## config.mk

```make
export PLATFORM = sky130hd
export DESIGN_NAME = clock_time_ctrl
export DESIGN_NICKNAME = d
export VERILOG_FILES = /design/src/rtl/clock_pkg.sv /design/src/rtl/bcd2_counter.sv /design/src/rtl/clock_time_ctrl.sv
export SDC_FILE = /design/constraint.sdc
export NUM_CORES = 1
export LEC_CHECK = 0
export BUFFER_PORTS_ARGS = -buffer_cell sky130_fd_sc_hd__buf_2
export CAP_MARGIN = 5
export CELL_PAD_IN_SITES_DETAIL_PLACEMENT = 1
export CELL_PAD_IN_SITES_GLOBAL_PLACEMENT = 2
export CORE_MARGIN = 1
export CORE_UTILIZATION = 35
export CTS_BUF_LIST = sky130_fd_sc_hd__clkbuf_2
export CTS_CLUSTER_DIAMETER = 200
export DETAILED_ROUTE_END_ITERATION = 10
export PLACE_DENSITY_LB_ADDON = 0.25
export SLEW_MARGIN = 0
export SYNTH_ARGS = -nofsm -noshare
export SYNTH_HDL_FRONTEND = slang
export SYNTH_HIERARCHICAL = 1
export SYNTH_SLANG_ARGS = --single-unit
```

## constraint.sdc

```tcl
create_clock -name clk -period 3.7 [get_ports clk]
set_clock_uncertainty 0.05 [all_clocks]
set_input_delay 0.185 -clock clk [delete_from_list [all_inputs] [get_ports clk]]
set_output_delay 0.185 -clock clk [all_outputs]
set_load 0.02 [all_outputs]
```

## src/rtl/clock_pkg.sv

```systemverilog
// Shared types and constants for the digital clock time-keeping slice.
package clock_pkg;

    // One BCD digit
    typedef logic [3:0] bcd_t;

    // Operating modes, also driven straight out on the mode port
    typedef enum logic [1:0] {
        MODE_RUN      = 2'd0,
        MODE_SET_HOUR = 2'd1,
        MODE_SET_MIN  = 2'd2
    } mode_e;

    // Two-digit field limits, written as decimal values
    localparam int HOUR_MAX = 23;
    localparam int MIN_MAX  = 59;
    localparam int SEC_MAX  = 59;

endpackage

```

## src/rtl/bcd2_counter.sv

```systemverilog
// Two-digit BCD counter with wrap at a programmable maximum (tens/units).
module bcd2_counter
    import clock_pkg::*;
#(
    parameter int MAX_TENS  = 5,
    parameter int MAX_UNITS = 9
) (
    input  logic       clk,
    input  logic       clr,
    input  logic       inc,
    input  logic       clr_field,
    output logic [3:0] tens,
    output logic [3:0] units,
    output logic       wrap
);

    localparam bcd_t MT = bcd_t'(MAX_TENS);
    localparam bcd_t MU = bcd_t'(MAX_UNITS);

    bcd_t tens_q, tens_d;
    bcd_t units_q, units_d;
    logic at_max;

    assign at_max = (tens_q == MT) && (units_q == MU);
    assign wrap   = inc && at_max;
    assign tens   = tens_q;
    assign units  = units_q;

    // Per-digit BCD increment: units 9->0 carries into tens, full maximum wraps to 00
    always_comb begin
        tens_d  = tens_q;
        units_d = units_q;
        if (clr_field) begin
            tens_d  = '0;
            units_d = '0;
        end else if (inc) begin
            if (at_max) begin
                tens_d  = '0;
                units_d = '0;
            end else if (units_q == bcd_t'(9)) begin
                tens_d  = tens_q + bcd_t'(1);
                units_d = '0;
            end else begin
                units_d = units_q + bcd_t'(1);
            end
        end
    end

    // Digit registers
    always_ff @(posedge clk or posedge clr) begin
        if (clr) begin
            tens_q  <= '0;
            units_q <= '0;
        end else begin
            tens_q  <= tens_d;
            units_q <= units_d;
        end
    end

endmodule

```

## src/rtl/clock_time_ctrl.sv

```systemverilog
// Time-keeping controller: 1 Hz prescaler, run/set mode FSM, button edge
// detection, blink blanking and the cascaded sec/min/hour BCD counters.
module clock_time_ctrl
    import clock_pkg::*;
#(
    parameter int unsigned TICK_DIV = 50000000
) (
    input  logic       clk,
    input  logic       clr,
    input  logic       btn_mode,
    input  logic       btn_inc,
    output logic [3:0] hour_h,
    output logic [3:0] hour_l,
    output logic [3:0] min_h,
    output logic [3:0] min_l,
    output logic [3:0] sec_h,
    output logic [3:0] sec_l,
    output logic [1:0] mode,
    output logic       blank_hour,
    output logic       blank_min,
    output logic       tick_1hz,
    output logic       day_carry
);

    localparam int unsigned PW = $clog2(TICK_DIV);
    localparam logic [PW-1:0] P_LAST = PW'(TICK_DIV - 1);
    localparam logic [PW-1:0] P_HALF = PW'(TICK_DIV / 2);

    mode_e         state_q;
    logic [PW-1:0] presc_q, presc_d;
    logic          mode_hist_q, inc_hist_q;
    logic          tick_q, day_q, blank_hour_q, blank_min_q;

    logic presc_last, mode_ev, inc_ev, run, exit_set;
    logic sec_inc, min_inc, hour_inc;
    logic sec_wrap, min_wrap, hour_wrap;

    assign presc_last = (presc_q == P_LAST);
    assign mode_ev    = btn_mode & ~mode_hist_q;
    // A simultaneous mode event swallows the increment
    assign inc_ev     = btn_inc & ~inc_hist_q & ~mode_ev;
    assign run        = (state_q == MODE_RUN);
    // Leaving SET_MIN restarts the second so the first tick is a full period away
    assign exit_set   = mode_ev && (state_q == MODE_SET_MIN);

    assign sec_inc  = run && presc_last;
    assign min_inc  = (run && sec_wrap) || ((state_q == MODE_SET_MIN) && inc_ev);
    assign hour_inc = (run && min_wrap) || ((state_q == MODE_SET_HOUR) && inc_ev);

    // Prescaler next count: free-running, restarted on return to RUN
    always_comb begin
        presc_d = presc_q + PW'(1);
        if (exit_set || presc_last) begin
            presc_d = '0;
        end
    end

    // Prescaler and button history (history resets high to mask held buttons)
    always_ff @(posedge clk or posedge clr) begin
        if (clr) begin
            presc_q     <= '0;
            mode_hist_q <= 1'b1;
            inc_hist_q  <= 1'b1;
        end else begin
            presc_q     <= presc_d;
            mode_hist_q <= btn_mode;
            inc_hist_q  <= btn_inc;
        end
    end

    // Mode FSM with registered blink flags, one cycle behind the prescaler compare
    always_ff @(posedge clk or posedge clr) begin
        if (clr) begin
            state_q      <= MODE_RUN;
            blank_hour_q <= 1'b0;
            blank_min_q  <= 1'b0;
        end else begin
            if (mode_ev) begin
                case (state_q)
                    MODE_RUN:      state_q <= MODE_SET_HOUR;
                    MODE_SET_HOUR: state_q <= MODE_SET_MIN;
                    default:       state_q <= MODE_RUN;
                endcase
            end
            blank_hour_q <= (state_q == MODE_SET_HOUR) && (presc_q >= P_HALF);
            blank_min_q  <= (state_q == MODE_SET_MIN) && (presc_q >= P_HALF);
        end
    end

    // One-cycle strobes: second tick and midnight rollover
    always_ff @(posedge clk or posedge clr) begin
        if (clr) begin
            tick_q <= 1'b0;
            day_q  <= 1'b0;
        end else begin
            tick_q <= presc_last;
            day_q  <= run && hour_wrap;
        end
    end

    bcd2_counter #(.MAX_TENS(SEC_MAX / 10), .MAX_UNITS(SEC_MAX % 10)) u_sec (
        .clk       (clk),
        .clr       (clr),
        .inc       (sec_inc),
        .clr_field (exit_set),
        .tens      (sec_h),
        .units     (sec_l),
        .wrap      (sec_wrap)
    );

    bcd2_counter #(.MAX_TENS(MIN_MAX / 10), .MAX_UNITS(MIN_MAX % 10)) u_min (
        .clk       (clk),
        .clr       (clr),
        .inc       (min_inc),
        .clr_field (1'b0),
        .tens      (min_h),
        .units     (min_l),
        .wrap      (min_wrap)
    );

    bcd2_counter #(.MAX_TENS(HOUR_MAX / 10), .MAX_UNITS(HOUR_MAX % 10)) u_hour (
        .clk       (clk),
        .clr       (clr),
        .inc       (hour_inc),
        .clr_field (1'b0),
        .tens      (hour_h),
        .units     (hour_l),
        .wrap      (hour_wrap)
    );

    assign mode       = state_q;
    assign blank_hour = blank_hour_q;
    assign blank_min  = blank_min_q;
    assign tick_1hz   = tick_q;
    assign day_carry  = day_q;

endmodule

```

==> impl_metrics.xml, run 1 <==
<?xml version="1.0" encoding="UTF-8"?>
<metrics>
  <group name="outcome">
    <metric name="violations" unit="">DRC</metric>
    <metric name="status" unit="">finished, violations left</metric>
  </group>
  <group name="critical_path">
    <metric name="arrival" unit="ns">3.74</metric>
    <metric name="critical_path.startpoint_type" unit="">flip-flop</metric>
    <metric name="crit_path_cell_trace" unit="">ha_4 &gt; nand3_2 &gt; or2_4 &gt; nor4_4 &gt; and2_4 &gt; inv_1 &gt; nor3_1 &gt; mux2i_1 &gt; nor2_2 &gt; inv_2 &gt; nor3_1 &gt; mux2i_1 &gt; nor2_1 &gt; or3b_2 &gt; o32a_1 &gt; o31ai_1</metric>
    <metric name="critPathSlowestCell" unit="">sky130_fd_sc_hd__or3b_2</metric>
    <metric name="setup.reg_to_reg.worst_slack" unit="ns">0.29</metric>
    <metric name="r2r-end" unit="">u_hour/tens[3]$_DFFE_PP0P_</metric>
    <metric name="worst_setup_path_end_kind" unit="">flip-flop</metric>
    <metric name="timing.setup.critical_path_class" unit="">reg -&gt; reg</metric>
    <metric name="worst_r2r_startpoint" unit="">presc_q[0]$_DFF_PP0_</metric>
    <metric name="critPathRequiredTime" unit="ns">4.03</metric>
    <metric name="worst-r2r-cell-count" unit="">16</metric>
    <metric name="crit_path_end" unit="">u_hour/tens[3]$_DFFE_PP0P_</metric>
    <metric name="cp_max_fo" unit="">4</metric>
    <metric name="crit_path_start" unit="">presc_q[0]$_DFF_PP0_</metric>
    <metric name="slowest_delay" unit="ns">0.47</metric>
  </group>
  <group name="floorplanning">
    <metric name="floorplan.rows" unit="">34</metric>
    <metric name="initial_core_util" unit="">0.3672</metric>
    <metric name="die-height" unit="um">98.36</metric>
    <metric name="die-area" unit="um^2">9674</metric>
    <metric name="pin_count" unit="">34</metric>
    <metric name="fp.dieW" unit="um">98.36</metric>
    <metric name="floorplan.core_area" unit="um^2">8848</metric>
  </group>
  <group name="routing">
    <metric name="routed_wire_length_per_instance" unit="um">16.03</metric>
    <metric name="drt_pre_antenna_iters" unit="">9</metric>
    <metric name="drc" unit="">5</metric>
    <metric name="num_vias" unit="">2761</metric>
    <metric name="detail-route-antenna-nets" unit="">0</metric>
    <metric name="detail_route.wirelength" unit="mm">8.141</metric>
    <metric name="drt-vias-per-instance" unit="">5.435</metric>
    <metric name="dr.first_iter.drc_count" unit="">81</metric>
  </group>
  <group name="clock_network">
    <metric name="cts_buffers" unit="">9</metric>
    <metric name="clock_latency" unit="ns">0.49</metric>
    <metric name="cts_max_path_buffers" unit="">2</metric>
    <metric name="cts-root-buf" unit="">sky130_fd_sc_hd__clkbuf_2</metric>
    <metric name="cts.sinks" unit="">58</metric>
    <metric name="htreeDepth" unit="">3</metric>
    <metric name="cts.reportedPaths.clkPinSlew" unit="ns">0.17</metric>
    <metric name="cts_tree" unit="">yes</metric>
  </group>
  <group name="global_route">
    <metric name="number_of_global_route_vias_before_repair" unit="">2879</metric>
    <metric name="overflow" unit="">0</metric>
    <metric name="grt_pass1_wl" unit="mm">14.03</metric>
    <metric name="grt_antenna_before_repair" unit="">0</metric>
    <metric name="total_routing_usage_reported_by_global_routing" unit="">0.1836</metric>
    <metric name="grt_max_degree" unit="">32</metric>
  </group>
  <group name="power_and_ir_drop">
    <metric name="total_power_consumption" unit="mW">1.694</metric>
    <metric name="p_comb_frac" unit="">0.304</metric>
    <metric name="power.ir.vdd_worst" unit="mV">0.2078</metric>
    <metric name="cellLeakagePower" unit="nW">1.745</metric>
    <metric name="p_int" unit="mW">1.035</metric>
    <metric name="total_switching_power" unit="mW">0.6598</metric>
    <metric name="switching_share" unit="">0.3894</metric>
    <metric name="cellPowerDensity" unit="nW/um^2">443.4</metric>
    <metric name="sequential_fraction_of_design_power" unit="">0.510</metric>
    <metric name="pwr-share-clk" unit="">0.186</metric>
  </group>
  <group name="sta">
    <metric name="finalSetupViolations" unit="">0</metric>
    <metric name="holdWs" unit="ns">0.1175</metric>
    <metric name="final.min_clock_period" unit="ns">3.406</metric>
    <metric name="worst-slew-pin-transition" unit="ns">0.7062</metric>
    <metric name="fin_ws" unit="ns">0.2943</metric>
    <metric name="finalCritPeriodShare" unit="">0.9205</metric>
    <metric name="fmax" unit="GHz">0.2936</metric>
    <metric name="hold_viol_final" unit="">0</metric>
    <metric name="timing.final.max_slew_violations" unit="">0</metric>
    <metric name="setup_total_negative_slack" unit="ns">0</metric>
    <metric name="max_slew_margin" unit="">0.5264</metric>
    <metric name="rsz0062_at_grt" unit="">false</metric>
  </group>
  <group name="synthesis">
    <metric name="syn-mean-instance-area" unit="um^2">9.642</metric>
    <metric name="syn_area" unit="um^2">3249</metric>
    <metric name="synth-main-ff-cell" unit="">sky130_fd_sc_hd__dfrtp_1</metric>
    <metric name="synth-async-reset-ratio" unit="">1.000</metric>
    <metric name="yosys_register_bits" unit="">58</metric>
    <metric name="synth_edf_count" unit="">0</metric>
    <metric name="post_synth_inst_count" unit="">337</metric>
    <metric name="share_of_synthesized_area_occupied_by_flip_flops_and_latches" unit="">0.4474</metric>
    <metric name="synth_cell_types" unit="">55</metric>
    <metric name="yosysWarningCount" unit="">6</metric>
  </group>
  <group name="placement">
    <metric name="routabilityCongestion" unit="">0.7772</metric>
    <metric name="dpl.hpwl" unit="mm">5.763</metric>
    <metric name="placement.setup.worst_slack" unit="ns">-0.006561</metric>
    <metric name="dpl_cell_area" unit="um^2">3612</metric>
    <metric name="dp_cells" unit="">486</metric>
    <metric name="port-buffer-count" unit="">33</metric>
  </group>
  <group name="job">
    <metric name="max_cap_violations" unit="">0</metric>
  </group>
  <group name="final_layout">
    <metric name="final_design_area_no_fill" unit="um^2">3821</metric>
    <metric name="fin_cells" unit="">508</metric>
    <metric name="fraction_of_layout_instances_using_a_drive_strength_above_1" unit="">0.2400</metric>
    <metric name="layout-area-overhead-vs-synth" unit="%">17.60</metric>
    <metric name="filler_cell_count" unit="">1063</metric>
    <metric name="finish.utilization" unit="">0.4318</metric>
    <metric name="multiInputGateArea" unit="um^2">1780</metric>
    <metric name="layout.nets" unit="">414</metric>
    <metric name="diodes" unit="">0</metric>
    <metric name="sequential_cell_area" unit="um^2">1458</metric>
  </group>
  <group name="hold_path">
    <metric name="hold_class" unit="">in -&gt; async</metric>
  </group>
</metrics>
-- worst min-delay path by stage --
stage                     slack [ns]                    endpoint  depth (start not counted)
after detailed placement        0.07         mode[0]$_DFFE_PP0P_                          2
after CTS                       0.08         mode[0]$_DFFE_PP0P_                          3
final                           0.12         mode[0]$_DFFE_PP0P_                          3
after global placement          0.06         mode[0]$_DFFE_PP0P_                          2
after global routing            0.09         mode[0]$_DFFE_PP0P_                          3
after floorplan                -0.05  u_hour/tens[0]$_DFFE_PP0P_                          1
-- power groups by stage --
stage	clock, mW	sequential (mW)	combinational (mW)
2_1_floorplan	0	0.924	0.253
3_3_place_gp	0	0.868	0.479
3_5_place_dp	0	0.873	0.493
4_1_cts	0.334	0.861	0.497
5_1_grt	0.368	0.885	0.575
6_report	0.315	0.863	0.516
-- critical path: cells and delay by family (launching register included) --
kind	cells	cell delay [ns]
AOI/OAI and AO/OA	2	0.35
adders and majority gates	1	0.17
buffers and inverters	2	0.13
DFF	1	0.43
muxes	2	0.19
and+or+nand+nor	9	1.96
-- flip-flops by register name (all words and copies together) (netlist names), 2 cells and up --
register / cells
u_sec/tens: 4
presc_q: 26
u_hour/tens: 4
u_min/units: 4
u_min/tens: 4
u_hour/units: 4
u_sec/units: 4
mode: 2
-- synth_stat cells, types with 3 or more instances --
cell | count | area share
sky130_fd_sc_hd__dfrtp_1 | 56 | 0.43
sky130_fd_sc_hd__nand2_1 | 29 | 0.033
sky130_fd_sc_hd__nor2_1 | 29 | 0.033
sky130_fd_sc_hd__a21oi_1 | 25 | 0.039
sky130_fd_sc_hd__inv_1 | 20 | 0.023
sky130_fd_sc_hd__nand3_1 | 15 | 0.023
sky130_fd_sc_hd__ha_1 | 14 | 0.054
sky130_fd_sc_hd__o21ai_0 | 14 | 0.022
sky130_fd_sc_hd__xnor2_1 | 12 | 0.032
sky130_fd_sc_hd__or3_1 | 10 | 0.019
sky130_fd_sc_hd__nand3b_1 | 8 | 0.018
sky130_fd_sc_hd__nand4_1 | 7 | 0.013
sky130_fd_sc_hd__nor4_1 | 7 | 0.013
sky130_fd_sc_hd__and4b_2 | 5 | 0.017
sky130_fd_sc_hd__nand2b_1 | 5 | 0.0096
sky130_fd_sc_hd__nor3_1 | 5 | 0.0077
sky130_fd_sc_hd__or4_1 | 5 | 0.012
sky130_fd_sc_hd__xor2_1 | 5 | 0.013
sky130_fd_sc_hd__buf_2 | 4 | 0.0062
sky130_fd_sc_hd__o31ai_1 | 4 | 0.0092
sky130_fd_sc_hd__a311oi_1 | 3 | 0.0081
sky130_fd_sc_hd__and3_1 | 3 | 0.0058
sky130_fd_sc_hd__or2_2 | 3 | 0.0058
-- cell usage in the layout, fill, tap and decap left out, drive strengths merged, types with 6 or more instances in the layout --
master / n
nor4: 7
nor2: 29
inv: 20
clkbuf: 13
nand3: 15
and4b: 7
or4: 7
nand3b: 10
buf: 47
xnor2: 12
nand2: 29
dfrtp: 56
or3: 10
nand4: 8
o21ai: 17
conb: 6
a21oi: 26
ha: 14
-- logic make-up (layout without fill, tap and decap cells) --
group,after synthesis,after routing,synth area share
AO/OA/AOI/OAI,66,66,0.1298
flip-flops,58,58,0.4474
buffers and inverters,27,85,0.03273
multiplexers,4,4,0.01309
XOR/XNOR,17,17,0.04582
other,1,6,0.001154
adder cells (fa/ha/maj),14,14,0.05391
AND/OR/NAND/NOR,150,150,0.2761
-- final cells by class --
| cell class | instances | share of cell area |
|---|---|---|
| sequential | 58 | 0.3815 |
| clock inverter | 2 | 0.001965 |
| tap | 108 | 0.03536 |
| clock buffer | 13 | 0.01703 |
| timing repair buffer | 50 | 0.07859 |
| inverter | 20 | 0.01965 |
| multi-input combinational | 257 | 0.4659 |
-- repair_timing --
item | CTS | global route
gates resized for setup | 2 | 15
setup buffers | 0 | 4
hold buffers | 3 | 0
setup endpoints to repair | 1 | 9
endpoints found under the hold margin | 59 | 0
cloned | 0 | 0
pin swaps | 0 | 4
-- layer usage --
metal,vias to the layer above,part of all wire,global-route usage
met2,37,0.48,0.3034
met3,11,0.027,0.03508
met4,0,0.016,0.06544
li1,1331,-,-
met1,1382,0.47,0.2402
met5,-,0,0
No activity file was read; power rests on OpenSTA's default activity.
==> run 2: changes to the inputs <==
--- a/config.mk
+++ b/config.mk
@@ -6,9 +6,9 @@
 export NUM_CORES = 1
 export LEC_CHECK = 0
 export BUFFER_PORTS_ARGS = -buffer_cell sky130_fd_sc_hd__buf_2
-export CAP_MARGIN = 5
 export CELL_PAD_IN_SITES_DETAIL_PLACEMENT = 1
 export CELL_PAD_IN_SITES_GLOBAL_PLACEMENT = 2
+export CORE_ASPECT_RATIO = 0.7
 export CORE_MARGIN = 1
 export CORE_UTILIZATION = 35
 export CTS_BUF_LIST = sky130_fd_sc_hd__clkbuf_2
==> run 2 against run 1 <==
Net effect: the run now ends clean; routed wire length is 6.3% higher; final cell count grew 3.3%; total power decreased by 0.48%; global-route usage increased by 0.43 points; critical path depth stayed put; combinational power is 4% lower; design area grew 0.82%; worst setup slack lost 0.021 ns; critical endpoint unchanged; largest power group unchanged.
==> impl_metrics.xml, run 2 (synthesis gave the netlist of run 1 again) <==
<?xml version="1.0" encoding="UTF-8"?>
<metrics>
  <group name="outcome">
    <metric name="status" unit="">finished clean</metric>
  </group>
  <group name="sta">
    <metric name="fmax" unit="GHz">0.2918</metric>
    <metric name="timing.final.max_slew_violations" unit="">0</metric>
    <metric name="fin_ws" unit="ns">0.2734</metric>
    <metric name="holdWs" unit="ns">0.1757</metric>
    <metric name="final.min_clock_period" unit="ns">3.427</metric>
    <metric name="hold_viol_final" unit="">0</metric>
    <metric name="finalSetupViolations" unit="">0</metric>
    <metric name="finalCritPeriodShare" unit="">0.9261</metric>
  </group>
  <group name="hold_path">
    <metric name="hold_class" unit="">in -&gt; async</metric>
  </group>
  <group name="floorplanning">
    <metric name="pin_count" unit="">34</metric>
    <metric name="die-height" unit="um">82.62</metric>
    <metric name="die-area" unit="um^2">9680</metric>
    <metric name="floorplan.rows" unit="">29</metric>
    <metric name="initial_core_util" unit="">0.3596</metric>
    <metric name="fp.dieW" unit="um">117.2</metric>
    <metric name="floorplan.core_area" unit="um^2">9035</metric>
  </group>
  <group name="final_layout">
    <metric name="registers.top_by_ff_count" unit="">presc_q</metric>
    <metric name="largest_register_ff_count" unit="">26</metric>
    <metric name="filler_cell_count" unit="">1051</metric>
    <metric name="diodes" unit="">0</metric>
    <metric name="layout-area-overhead-vs-synth" unit="%">18.56</metric>
    <metric name="layout.nets" unit="">417</metric>
    <metric name="fraction_of_layout_instances_using_a_drive_strength_above_1" unit="">0.2419</metric>
    <metric name="finish.utilization" unit="">0.4264</metric>
    <metric name="sequential_cell_area" unit="um^2">1455</metric>
    <metric name="layout.cells.most_common" unit="">sky130_fd_sc_hd__dfrtp_1</metric>
    <metric name="multiInputGateArea" unit="um^2">1782</metric>
    <metric name="top_library_cells_by_usage_in_the_layout_fill_and_taps_aside" unit="">55 x sky130_fd_sc_hd__dfrtp_1, 33 x sky130_fd_sc_hd__buf_2, 29 x sky130_fd_sc_hd__nand2_1</metric>
  </group>
  <group name="global_route">
    <metric name="grt_pass1_wl" unit="mm">13.50</metric>
    <metric name="total_routing_usage_reported_by_global_routing" unit="">0.1879</metric>
    <metric name="number_of_global_route_vias_before_repair" unit="">2592</metric>
    <metric name="grt_max_degree" unit="">33</metric>
    <metric name="overflow" unit="">0</metric>
    <metric name="grt_antenna_before_repair" unit="">0</metric>
  </group>
  <group name="routing">
    <metric name="drc" unit="">0</metric>
    <metric name="num_vias" unit="">2770</metric>
    <metric name="dr.first_iter.drc_count" unit="">106</metric>
    <metric name="detail_route.wirelength" unit="mm">8.650</metric>
    <metric name="drt_pre_antenna_iters" unit="">4</metric>
    <metric name="routed_wire_length_per_instance" unit="um">16.48</metric>
    <metric name="drt-vias-per-instance" unit="">5.276</metric>
    <metric name="detail-route-antenna-nets" unit="">0</metric>
  </group>
  <group name="power_and_ir_drop">
    <metric name="switching_share" unit="">0.3951</metric>
    <metric name="cellPowerDensity" unit="nW/um^2">437.7</metric>
    <metric name="total_switching_power" unit="mW">0.6662</metric>
    <metric name="p_int" unit="mW">1.020</metric>
    <metric name="sequential_fraction_of_design_power" unit="">0.525</metric>
    <metric name="p_comb_frac" unit="">0.295</metric>
    <metric name="pwr-share-clk" unit="">0.180</metric>
    <metric name="power.ir.vdd_worst" unit="mV">0.2659</metric>
    <metric name="cellLeakagePower" unit="nW">1.749</metric>
  </group>
  <group name="critical_path">
    <metric name="critPathSlowestCell" unit="">sky130_fd_sc_hd__or3b_2</metric>
    <metric name="worst_r2r_startpoint" unit="">presc_q[1]$_DFF_PP0_</metric>
    <metric name="arrival" unit="ns">3.79</metric>
    <metric name="r2r-end" unit="">u_hour/tens[3]$_DFFE_PP0P_</metric>
    <metric name="cp_max_fo" unit="">4</metric>
    <metric name="worst-r2r-cell-count" unit="">16</metric>
    <metric name="slowest_delay" unit="ns">0.46</metric>
    <metric name="setup.reg_to_reg.worst_slack" unit="ns">0.27</metric>
    <metric name="crit_path_cell_trace" unit="">ha_4 &gt; nand3_2 &gt; or2_4 &gt; nor4_4 &gt; and2_4 &gt; inv_1 &gt; nor3_2 &gt; mux2i_1 &gt; nor2_2 &gt; inv_2 &gt; nor3_2 &gt; mux2i_1 &gt; nor2_1 &gt; or3b_2 &gt; o32a_1 &gt; o31ai_1</metric>
    <metric name="critPathRequiredTime" unit="ns">4.07</metric>
    <metric name="critical_path.startpoint_type" unit="">flip-flop</metric>
    <metric name="timing.setup.critical_path_class" unit="">reg -&gt; reg</metric>
    <metric name="worst_setup_path_end_kind" unit="">flip-flop</metric>
  </group>
  <group name="placement">
    <metric name="dpl.hpwl" unit="mm">6.183</metric>
    <metric name="placement.setup.worst_slack" unit="ns">-0.07683</metric>
    <metric name="port-buffer-count" unit="">33</metric>
    <metric name="routabilityCongestion" unit="">0.7737</metric>
  </group>
  <group name="clock_network">
    <metric name="cts.reportedPaths.clkPinSlew" unit="ns">0.15</metric>
    <metric name="cts_tree" unit="">yes</metric>
    <metric name="cts_buffers" unit="">9</metric>
    <metric name="clock_latency" unit="ns">0.49</metric>
    <metric name="htreeDepth" unit="">3</metric>
    <metric name="cts_max_path_buffers" unit="">2</metric>
    <metric name="cts-root-buf" unit="">sky130_fd_sc_hd__clkbuf_2</metric>
    <metric name="cts.sinks" unit="">58</metric>
  </group>
  <group name="job">
    <metric name="max_cap_violations" unit="">0</metric>
  </group>
</metrics>
==> run 2: area by class of cell <==
cell class              instances  area share
multi-input cells             257      0.4625
repair buffers                 53     0.08379
clock inverters                 2    0.001949
inverters                      20     0.01949
flip-flops and latches         58      0.3777
well taps                     124     0.04027
clock buffers                  11     0.01429
==> run 2: how the worst max path moves through the flow <==
stage | start | end | slack [ns] | depth (start not counted)
detailed placement | presc_q[1]$_DFF_PP0_ | u_hour/tens[3]$_DFFE_PP0P_ | -0.08 | 16
global route | presc_q[1]$_DFF_PP0_ | u_hour/tens[3]$_DFFE_PP0P_ | -0.01 | 16
floorplan | presc_q[0]$_DFF_PP0_ | u_hour/tens[3]$_DFFE_PP0P_ | 0.13 | 16
global placement | presc_q[1]$_DFF_PP0_ | u_hour/tens[3]$_DFFE_PP0P_ | 0.19 | 16
finish | presc_q[1]$_DFF_PP0_ | u_hour/tens[3]$_DFFE_PP0P_ | 0.27 | 16
CTS | presc_q[1]$_DFF_PP0_ | u_hour/tens[3]$_DFFE_PP0P_ | 0.04 | 16
==> run 2: power groups by stage <==
stage / registers, mW / clock network [mW] / logic, mW
after detailed placement: 0.894 / 0 / 0.453
final: 0.886 / 0.303 / 0.497
after global routing: 0.907 / 0.348 / 0.557
after floorplan: 0.924 / 0 / 0.253
after global placement: 0.886 / 0 / 0.452
after CTS: 0.877 / 0.328 / 0.471
==> run 2: routing by layer <==
metal | vias up | part of all wire | wire, um | GRT usage
met3 | 10 | 0.033 | 282 | 0.04672
met5 | - | 0 | 0 | 0
met1 | 1384 | 0.54 | 4684 | 0.2800
met2 | 45 | 0.41 | 3568 | 0.2588
met4 | 0 | 0.013 | 115 | 0.06456
li1 | 1331 | - | - | -
==> run 2: worst max-delay path: cells and delay by family, from the launching register on <==
kind,cells,cell delay (ns)
mux,2,0.20
fa+ha+maj,1,0.17
flops,1,0.43
simple gates,9,2.02
compound gates,2,0.35
buf+inv,2,0.15
==> run 2: what timing repair did <==
item / in CTS / in global routing
hold buffers: 3 / 0
pin swaps: 0 / 6
setup endpoints to repair: 5 / 9
gates cloned: 0 / 0
endpoints found under the hold margin: 60 / 0
setup buffers: 1 / 8
resized for setup: 1 / 15
==> run 2: through the flow <==
step                setup TNS, ns  instance area (um^2)  instances  power [mW]
global placement                0                  3617        500       1.338
floorplan                       0                  3268        342       1.176
detailed placement       -0.08417                  3617        500       1.348
CTS                             0                  3724        517       1.676
finish                          0                  3852        525       1.686
global route            -0.009550                  3852        525       1.812
